File: src/rtl/pulse_width_decoder_if.sv
// Pulse-width decoder signal bundle: the raw pulse line in, decoded strobes and status out.
interface pulse_width_decoder_if #(
  parameter int CNT_W = 8
);
  logic             in;
  logic             evt;
  logic [CNT_W-1:0] width;
  logic             err_short;
  logic             err_long;
  logic             busy;
  logic [7:0]       event_count;

  modport master (output in, input evt, width, err_short, err_long, busy, event_count);
  modport slave  (input in, output evt, width, err_short, err_long, busy, event_count);
endinterface

File: src/rtl/pulse_width_decoder.sv
// Measures high pulses on an asynchronous line; emits a one-cycle event with the width,
// or a short/long error strobe for glitches and overlong pulses.
module pulse_width_decoder #(
  parameter int CNT_W = 8,
  parameter int MIN_W = 2,
  parameter int MAX_W = 200
) (
  input  logic                  clk,
  input  logic                  reset_n,
  pulse_width_decoder_if.slave  pw
);
  typedef enum logic [1:0] {ARM, IDLE, MEASURE, OVERLONG} state_t;

  localparam logic [CNT_W-1:0] MIN_C = CNT_W'(MIN_W);
  localparam logic [CNT_W-1:0] MAX_C = CNT_W'(MAX_W);

  state_t           state;
  logic             s1, s2;
  logic [1:0]       prime;
  logic [CNT_W-1:0] cnt;
  logic             evt_q, short_q, long_q;
  logic [CNT_W-1:0] width_q;
  logic [7:0]       ecnt_q;
  logic             in_s;

  assign in_s = s2;

  // prime marks when the sync chain holds a real sample of the line; until then the
  // reset zeros in s2 could make a line held high look low and let ARM release early.
  always_ff @(posedge clk or negedge reset_n) begin
    if (!reset_n) begin
      s1    <= 1'b0;
      s2    <= 1'b0;
      prime <= 2'b00;
    end else begin
      s1    <= pw.in;
      s2    <= s1;
      prime <= {prime[0], 1'b1};
    end
  end

  always_ff @(posedge clk or negedge reset_n) begin
    if (!reset_n) begin
      state   <= ARM;
      cnt     <= '0;
      evt_q   <= 1'b0;
      short_q <= 1'b0;
      long_q  <= 1'b0;
      width_q <= '0;
      ecnt_q  <= '0;
    end else begin
      evt_q   <= 1'b0;
      short_q <= 1'b0;
      long_q  <= 1'b0;
      case (state)
        ARM: if (prime[1] && !in_s) state <= IDLE;
        IDLE: begin
          if (in_s) begin
            state <= MEASURE;
            cnt   <= CNT_W'(1);
          end
        end
        MEASURE: begin
          if (in_s) begin
            if (cnt == MAX_C) begin
              state  <= OVERLONG;
              long_q <= 1'b1;
            end else begin
              cnt <= cnt + 1'b1;
            end
          end else begin
            state <= IDLE;
            if (cnt < MIN_C) begin
              short_q <= 1'b1;
            end else begin
              evt_q   <= 1'b1;
              width_q <= cnt;
              ecnt_q  <= ecnt_q + 8'd1;
            end
          end
        end
        OVERLONG: if (!in_s) state <= IDLE;
        default: state <= ARM;
      endcase
    end
  end

  assign pw.evt         = evt_q;
  assign pw.width       = width_q;
  assign pw.err_short   = short_q;
  assign pw.err_long    = long_q;
  assign pw.event_count = ecnt_q;
  assign pw.busy        = (state == MEASURE) || (state == OVERLONG);
endmodule

File: src/flat_wrapper.sv
// flat-port wrapper written by rule: the top's interface ports become plain ports
module pulse_width_decoder_flat 
#(
  parameter int CNT_W = 8,
  parameter int MIN_W = 2,
  parameter int MAX_W = 200
)
  (clk, reset_n, pw_in, pw_evt, pw_width, pw_err_short, pw_err_long, pw_busy, pw_event_count);
  pulse_width_decoder_if #(.CNT_W(CNT_W)) pw_i ();
  input  logic clk;
  input  logic reset_n;
  input wire logic [$bits(pw_i.in)-1:0] pw_in;
  output wire logic [$bits(pw_i.evt)-1:0] pw_evt;
  output wire logic [$bits(pw_i.width)-1:0] pw_width;
  output wire logic [$bits(pw_i.err_short)-1:0] pw_err_short;
  output wire logic [$bits(pw_i.err_long)-1:0] pw_err_long;
  output wire logic [$bits(pw_i.busy)-1:0] pw_busy;
  output wire logic [$bits(pw_i.event_count)-1:0] pw_event_count;
  assign pw_i.in = pw_in;
  assign pw_evt = pw_i.evt;
  assign pw_width = pw_i.width;
  assign pw_err_short = pw_i.err_short;
  assign pw_err_long = pw_i.err_long;
  assign pw_busy = pw_i.busy;
  assign pw_event_count = pw_i.event_count;
  pulse_width_decoder #(.CNT_W(CNT_W), .MIN_W(MIN_W), .MAX_W(MAX_W)) u_core (.clk(clk), .reset_n(reset_n), .pw(pw_i));
endmodule
File: config.mk
export PLATFORM = sky130hd
export DESIGN_NAME = pulse_width_decoder_flat
export DESIGN_NICKNAME = d
export VERILOG_FILES = /design/src/rtl/pulse_width_decoder_if.sv /design/src/rtl/pulse_width_decoder.sv /design/src/flat_wrapper.sv
export SDC_FILE = /design/constraint.sdc
export NUM_CORES = 1
export LEC_CHECK = 0
export ABC_AREA = 1
export CORE_ASPECT_RATIO = 0.6
export CORE_MARGIN = 5
export CORE_UTILIZATION = 25
export CTS_BUF_LIST = sky130_fd_sc_hd__clkbuf_16
export DETAILED_ROUTE_END_ITERATION = 8
export PLACE_DENSITY = 0.45
export SYNTH_ARGS = -nofsm -noshare
export SYNTH_HDL_FRONTEND = slang
export SYNTH_SLANG_ARGS = --single-unit
File: constraint.sdc
create_clock -name clk -period 1.8 [get_ports clk]
set_input_delay 0.27 -clock clk [delete_from_list [all_inputs] [get_ports clk]]
set_output_delay 0.27 -clock clk [all_outputs]
set_load 0.01 [all_outputs]
# Yosys cells after proc, flatten, opt, wreduce, memory -nomap -nowiden
# Cells that the tools add are included.
# word_totals
ff_bits	33
input_bits	3
out_inout_bits	20
# op_classes
n_addsub	2
order_cmp	1
eq_ne	10
muxes	19
n_bitwise	2
reduce_logical	8
# op_table
op	n
$mux W8	3
$add A8 B1 Y8 const B	2
$pmux W8 S2	1
$mux W2	5
$mux W1	9
$eq A8 B8 Y1 const B	1
$lt A8 B2 Y1 const B	1
$pmux W2 S4	1
$reduce_and A4 Y1	2
$ne A2 B1 Y1 const B	3
$eq A2 B2 Y1 const B	2
$ne A2 B2 Y1 const B	2
$ne A3 B3 Y1 const B	1
$reduce_and A3 Y1	1
$eq A2 B1 Y1 const B	1
$logic_not A2 Y1	1
$not A1 Y1	2
$reduce_bool A2 Y1	1
$logic_and A1 B1 Y1	1
$logic_not A1 Y1	1
$logic_or A1 B1 Y1	1

# Logic depth before layout (Yosys ltp)
# depth
word_depth	4
ltp_mapped	9
ltp_nobuf	9

# Worst setup path after synthesis
# OpenSTA, ideal clock, no wires.
# synth_timing
path_type	register to register
start	reg u_core.state[0]
end	reg u_core.cnt[5]
setup_ns	0.065
t_arrival_ns	1.330
required_ns	1.735
setup_slack_ns	0.405
stages_incl_launch_ff	8
n_path_buf	0
period_less_slack_ns	1.395
path_cell_list	dfrtp_1 -> inv_1 -> ha_1 -> inv_1 -> nand3_2 -> nand2_1 -> nand2_1 -> nand2_1
# synth_via
elab_chain_cells	3
elab_cells_between_ends	8
# synth_lines
item	line_no	text
start: declaration	pulse_width_decoder.sv:17	state_t state;
start signal: assignment	pulse_width_decoder.sv:44	state <= ARM;
start signal: assignment	pulse_width_decoder.sv:56	ARM: if (prime[1] && !in_s) state <= IDLE;
start signal: assignment	pulse_width_decoder.sv:59	state <= MEASURE;
$eq A2 B2 Y1 or $eq A2 B1 Y1 (tied branches)	pulse_width_decoder.sv:55	case (state)
$ne A2 B1 Y1 (no line), or another cell as far along	-	
$reduce_and A4 Y1 (no line)	-	
end signal: assignment	pulse_width_decoder.sv:69	cnt <= cnt + 1'b1;
end: declaration	pulse_width_decoder.sv:20	logic [CNT_W-1:0] cnt;
# Parallel ways exist; a longest one is shown, timed or not.
# A chain may end at the register's enable or synchronous reset.

# Worst setup path after layout
# layout_timing
start	reg u_core.state[0]
end	out pw_busy
# layout_via
elab_chain_cells	2
elab_cells_between_ends	3
# layout_lines
item	line_no	text
$eq A2 B2 Y1	pulse_width_decoder.sv:93	assign pw.busy = (state == MEASURE) || (state == OVERLONG);
$logic_or A1 B1 Y1 *	pulse_width_decoder.sv:93	
end: declaration	flat_wrapper.sv:17	output wire logic [$bits(pw_i.busy)-1:0] pw_busy;
# Mark *: on every way between the ends. The rest lies on a longest branch, timed or not.

==> metrics <==
run status finished, final reports clean; Mapped Nets 221; Avg Inst Size Synth 8.20 um2; Final Max Tran Viols 0; crit end category output port; Final nets 254; Worst Slack Setup Final 0.0951 ns; Netlist cell types 26; vias in the first global route 1247; DRC 0; gpl congestion 0.803; Seq/Total Area, Yosys 47.9%; TNS Setup 0 ns; WP depth 4; reg2reg path depth 8; flops & latches, synth 33; final hold viol count 0; Mapped Area 0.00172 mm2; P_leak 1.05 nW; Min Clock Period, post-route 1.70 ns; Die Area 0.00871 mm2; setup violators final 0; RSZ-0062 raised after global routing no; Mapped Cells 210; Clock Path Buffers 2; DRT iter0 DRCs 101; worst setup path category flip-flop to output port; Required @ worst endpoint 1.53 ns; crit-path max cell delay 0.37 ns; remaining global-route overflow 0; Crit-path slowest cell dfrtp_1; vias per cell 4.11; largest net degree at the start of global routing 34; Achievable Freq 0.587 GHz; most frequent cells in the layout 78 x nand2_1, 33 x dfrtp_1, 21 x inv_1, 21 x clkdlybuf4s50_1, 15 x nand3_1; commonest non-fill, non-tap cell in the layout nand2_1; antenna violations before repair 0; Final Core Density 33.5%; initial core utilization 25.8%; Hold/Removal Path Class flip-flop to flip-flop; Ys Warns 0; hold_buf cts 0; CTS root buffer clkbuf_16; DR pass1 iterations 4; gr usage total 9.42%; Place WS 0.139 ns; CP Max Fanout 3; Critical Path AT 1.43 ns; CTS Buf Count 5; Setup Skew 0.00458 ns; Rows 23; per-cell routed wire length 11.3 um; sequence of cells on the critical path inv_1 > ha_1 > or2_2 > clkdlybuf4s15_1; die width 117 um; worst path bufs/invs 2; worst-skew pair later-pin latency 0.27 ns; Detailed Place HPWL 2.70 mm; first-pass GRT wire length 6.20 mm; Tcrit/Tclk final 94.7%; synth-to-layout area growth 29.8%; CTS tree done; overall power 2.41 mW; worst vdd ir 0.351 mV; Routed WL 3.72 mm; Crit path max-delay family flip-flops; # Max-Cap Violations 0; Port Buffer Count 22; Post-DP Area 0.00207 mm2; pwr/cell area 1080 mW/mm2; Vias 1362; design area 0.00224 mm2; share of layout cells above drive strength 1 11.5%; CTS sink cnt 33; ANT cells 0; chip height 74.3 um; Core Footprint 0.00668 mm2; hold-critical path depth 0; clock-pin slew on the worst setup and hold paths 0.05 ns; htree depth 2; startpoint class of the critical path flip-flop; Final ANT Viol Nets 0; I/O pins 23
## worst paths after layout
check	from	endpoint	slack [ns]
hold / removal	u_core.prime[0]	u_core.prime[1]	0.35
setup reg to reg	u_core.state[0]	u_core.pw.width[5]	0.23
setup / recovery	u_core.state[0]	pw_busy	0.1
max in group asynchronous	reset_n	u_core.state[1]	1.10
hold reg to reg	u_core.prime[0]	u_core.prime[1]	0.35
min in group asynchronous	reset_n	u_core.pw.width[1]	0.40
## where the power goes
part | internal [mW] | switching, mW | total (mW)
clock network | 0.642 | 0.294 | 0.936
logic | 0.256 | 0.317 | 0.574
registers | 0.817 | 0.0834 | 0.900
total | 1.72 | 0.695 | 2.41
## state kept, by name, summed over array words and instances, names as in the netlist
signal	count
u_core.pw.err_long	1
u_core.prime	2
u_core.state	2
u_core.s1	1
u_core.pw.err_short	1
u_core.in_s	1
u_core.pw.evt	1
u_core.pw.width	8
u_core.cnt	8
u_core.pw.event_count	8
## cell families (layout without fill, tap and decap cells)
logic type / Yosys count / after routing / synth area share [%]
simple gates: 122 / 122 / 30.5
fa+ha+maj: 8 / 8 / 5.81
flops: 33 / 33 / 47.9
other cells: 1 / 1 / 0.218
compound gates: 16 / 16 / 6.10
xor+xnor: 4 / 4 / 2.47
buf+inv: 26 / 60 / 6.97
## cell usage after synthesis (all sizes together)
cell type  count  area share, %
nand2         78             17
xnor2          1           0.51
or2            1           0.36
nor3b          2           0.87
nor3           3           0.87
a21oi          1           0.29
xor2           3            2.0
nand3b         3            1.3
ha             8            5.8
nor2          17            4.4
o21ai         14            5.4
conb           1           0.22
nand4          2           0.73
inv           22            4.8
dfrtp         33             48
nand3         16            4.9
a21boi         1           0.44
buf            4            2.2
## routing by layer
metal	routed length, um	GRT usage [%]
met5	0	0
met4	40	3.05
met1	2110	14.3
met2	1390	12.0
met3	185	3.58
## through the flow
| step | hold slack (ns) | instances |
|---|---|---|
| global placement | 0.332 | 322 |
| floorplan | -0.0256 | 210 |
| finish | 0.346 | 331 |
| CTS | 0.347 | 330 |
| detailed placement | 0.335 | 322 |
| global route | 0.360 | 331 |
## layout make-up
type | instances | area (um2)
Fill cell | 688 | 4440
Sequential cell | 33 | 826
Multi-Input combinational cell | 151 | 777
Timing Repair Buffer | 30 | 280
Clock buffer | 5 | 125
Tap cell | 87 | 109
Inverter | 22 | 82.6
Clock inverter | 3 | 37.5
## what timing repair did
action | in CTS | in global routing
pin swaps | 0 | 0
resized for setup | 1 | 1
buffers inserted | 0 | 1
endpoints found under the hold margin | 0 | 0
endpoints found under the setup margin | 1 | 1
cloned | 0 | 0
Power figures use the tool's default switching activity.
==> edit, RTL diff (same settings) <==
Re-encode `state_t` (4 states) as Gray code, 2 bits wide.
--- a/src/rtl/pulse_width_decoder.sv
+++ b/src/rtl/pulse_width_decoder.sv
@@ -9,7 +9,7 @@
   input  logic                  reset_n,
   pulse_width_decoder_if.slave  pw
 );
-  typedef enum logic [1:0] {ARM, IDLE, MEASURE, OVERLONG} state_t;
+  typedef enum logic [1:0] {ARM = 2'b00, IDLE = 2'b01, MEASURE = 2'b11, OVERLONG = 2'b10} state_t;
 
   localparam logic [CNT_W-1:0] MIN_C = CNT_W'(MIN_W);
   localparam logic [CNT_W-1:0] MAX_C = CNT_W'(MAX_W);
Behaviour: no difference found for any inputs over 10 cycles, from zero or initial values and one cycle with reset_n low; not proved beyond that.
==> edit against the original RTL <==
  * Die area shrank 5.0%
  * Final area shrank 6.2%
  * Total power shrank 13%
  * Wire length shrank 0.38%
  * Synthesized cell count shrank 4.8%
  * Sequential cell count is the same
  * Worst setup slack gained 0.15 ns
  * Combinational power shrank 25%
  * Synthesized area shrank 5.7%
  * Sequential power grew 1%
  * Count of clock-buffer cells in the layout is the same
  * Non-clock buffer count shrank 2
  * Via count shrank 7.6%
==> edit: results (changes against the original RTL) <==
global_routing:
  track_usage_pct: 9.81  # +0.40 points
  grt_pass1_vias: 1201  # -3.7%
  antenna_found_initial: 0  # unchanged
  grt_pass1_wl_mm: 6.36  # +2.7%
detailed_routing:
  wl_per_cell_um: 11.9  # +5.4%
  drt_iter0_markers: 78  # -23%
  viasPerCell: 4.02  # -2.3%
critical_path:
  crit_path_top_delay_cell: "clkdlybuf4s50_1"
  worstRegToRegCells: 6  # -2
  worstPathArrival_ns: 1.29  # -0.14 ns
  r2r_setup_slack_ns: 0.26  # +0.03 ns
  worstReg2RegStart: "u_core.cnt[1]$_DFFE_PN0P_"
  cp_slowest_stage_delay_ns: 0.58  # +0.21 ns
  rr_endpoint: "u_core.cnt[5]$_DFFE_PN0P_"
  worstPathMaxFanout: 5  # +2
  cp_top_family: "buffers and inverters"
  endpoint: "pw_event_count[2]"
  crit_start: "u_core.pw.event_count[2]$_DFFE_PN0P_"
logic_synthesis:
  synth_common_cells: "nand2_1 (65), dfrtp_1 (33), inv_1 (23)"
  ys_top_cells_by_area: "dfrtp_1 (51%), nand2_1 (15%), inv_1 (5.3%)"
  synthArstFlopShare_pct: 100  # unchanged
  synth_nets: 206  # -6.8%
  ys_warn_count: 0  # unchanged
  synth_cell_types: 26  # unchanged
  ys_seq_area_share_pct: 50.8  # +2.9 points
cts:
  htreeDepth: 2  # unchanged
  clk_pin_slew_ns: 0.05  # about the same
  clockRootBuffer: "clkbuf_16"
  cts_buffers: 5  # unchanged
  cts-resized-gates: 0  # -1
  insertion_delay_ns: 0.27  # about the same
  clockBufferDepth: 2  # unchanged
final_layout:
  final_nets: 236  # -7.1%
  fillers: 673  # -2.2%
  n_antenna_cell: 0  # unchanged
  drive_above_1_share_pct: 8.73  # -2.7 points
sta:
  fin_skew_ns: 0.00318  # -0.00140 ns
  fin_crit_ns: 1.56  # -0.146 ns
worst_hold_path:
  hold_depth: 0  # unchanged
  min-delay-start: "u_core.prime[0]$_DFF_PN0_"
placed_design:
  place_congestion: 0.768  # -4.4%
  dp_hpwl_mm: 2.76  # +2.4%
pwr:
  ir_worst_vdd_uv: 396  # +13%
  leakagePower_nw: 0.990  # -6.0%
outcome:
  outcome: "finished, final reports clean"
==> edit: changes by cell type after synthesis, sizes merged, moves of 2 or more <==
cell,unedited run,this run
nand2,78,66
o21ai,14,22
ha,8,3
inv,22,25
nand3b,3,0
nor3,3,0
xnor2,1,3
==> edit: power breakdown <==
| part | internal [W] | switching, W |
|---|---|---|
| logic | 0.000211 | 0.000218 |
| clock network | 0.000493 | 0.000276 |
| registers | 0.000825 | 0.0000848 |
| total | 0.00153 | 0.000579 |
==> edit: cell families (layout without fill, tap and decap cells) <==
| logic type | Yosys count | after routing | synth area share, % |
|---|---|---|---|
| other | 1 | 1 | 0.231 |
| DFF | 33 | 33 | 50.8 |
| and+or+nand+nor | 103 | 103 | 26.9 |
| buffers and inverters | 31 | 60 | 8.47 |
| xor gates and xnor gates | 6 | 6 | 3.23 |
| adders and majority gates | 3 | 3 | 2.31 |
| AOI/OAI and AO/OA | 23 | 23 | 8.01 |
==> edit: final cells by class <==
type	instances	area share, %
inverters	26	4.65
clock buffers	5	5.96
multi-input cells	136	31.5
well taps	84	5.01
clock inverters	1	0.239
repair buffers	28	13.2
flip-flops and latches	33	39.4
==> edit: routing by layer <==
layer	wire length, um	share of wire [%]	track usage [%]	up-vias
met5	0	0	0	-
met4	25	0.67	1.58	0
met3	258	7.0	3.67	4
met2	1250	34	11.3	30
met1	2170	59	16.4	543
li1	-	-	-	681
==> edit: metrics by stage <==
stage          instances  setup WS [ns]  util, %  hold WS, ns  cell area (um^2)
2_1_floorplan        200          0.482        -      -0.0256              1630
3_3_place_gp         307          0.321     31.6        0.333              1970
3_5_place_dp         307          0.262     31.6        0.336              1970
4_1_cts              313          0.226     33.7        0.348              2100
5_1_grt              313         0.0722     33.7        0.354              2100
6_report             313          0.241     33.7        0.345              2100
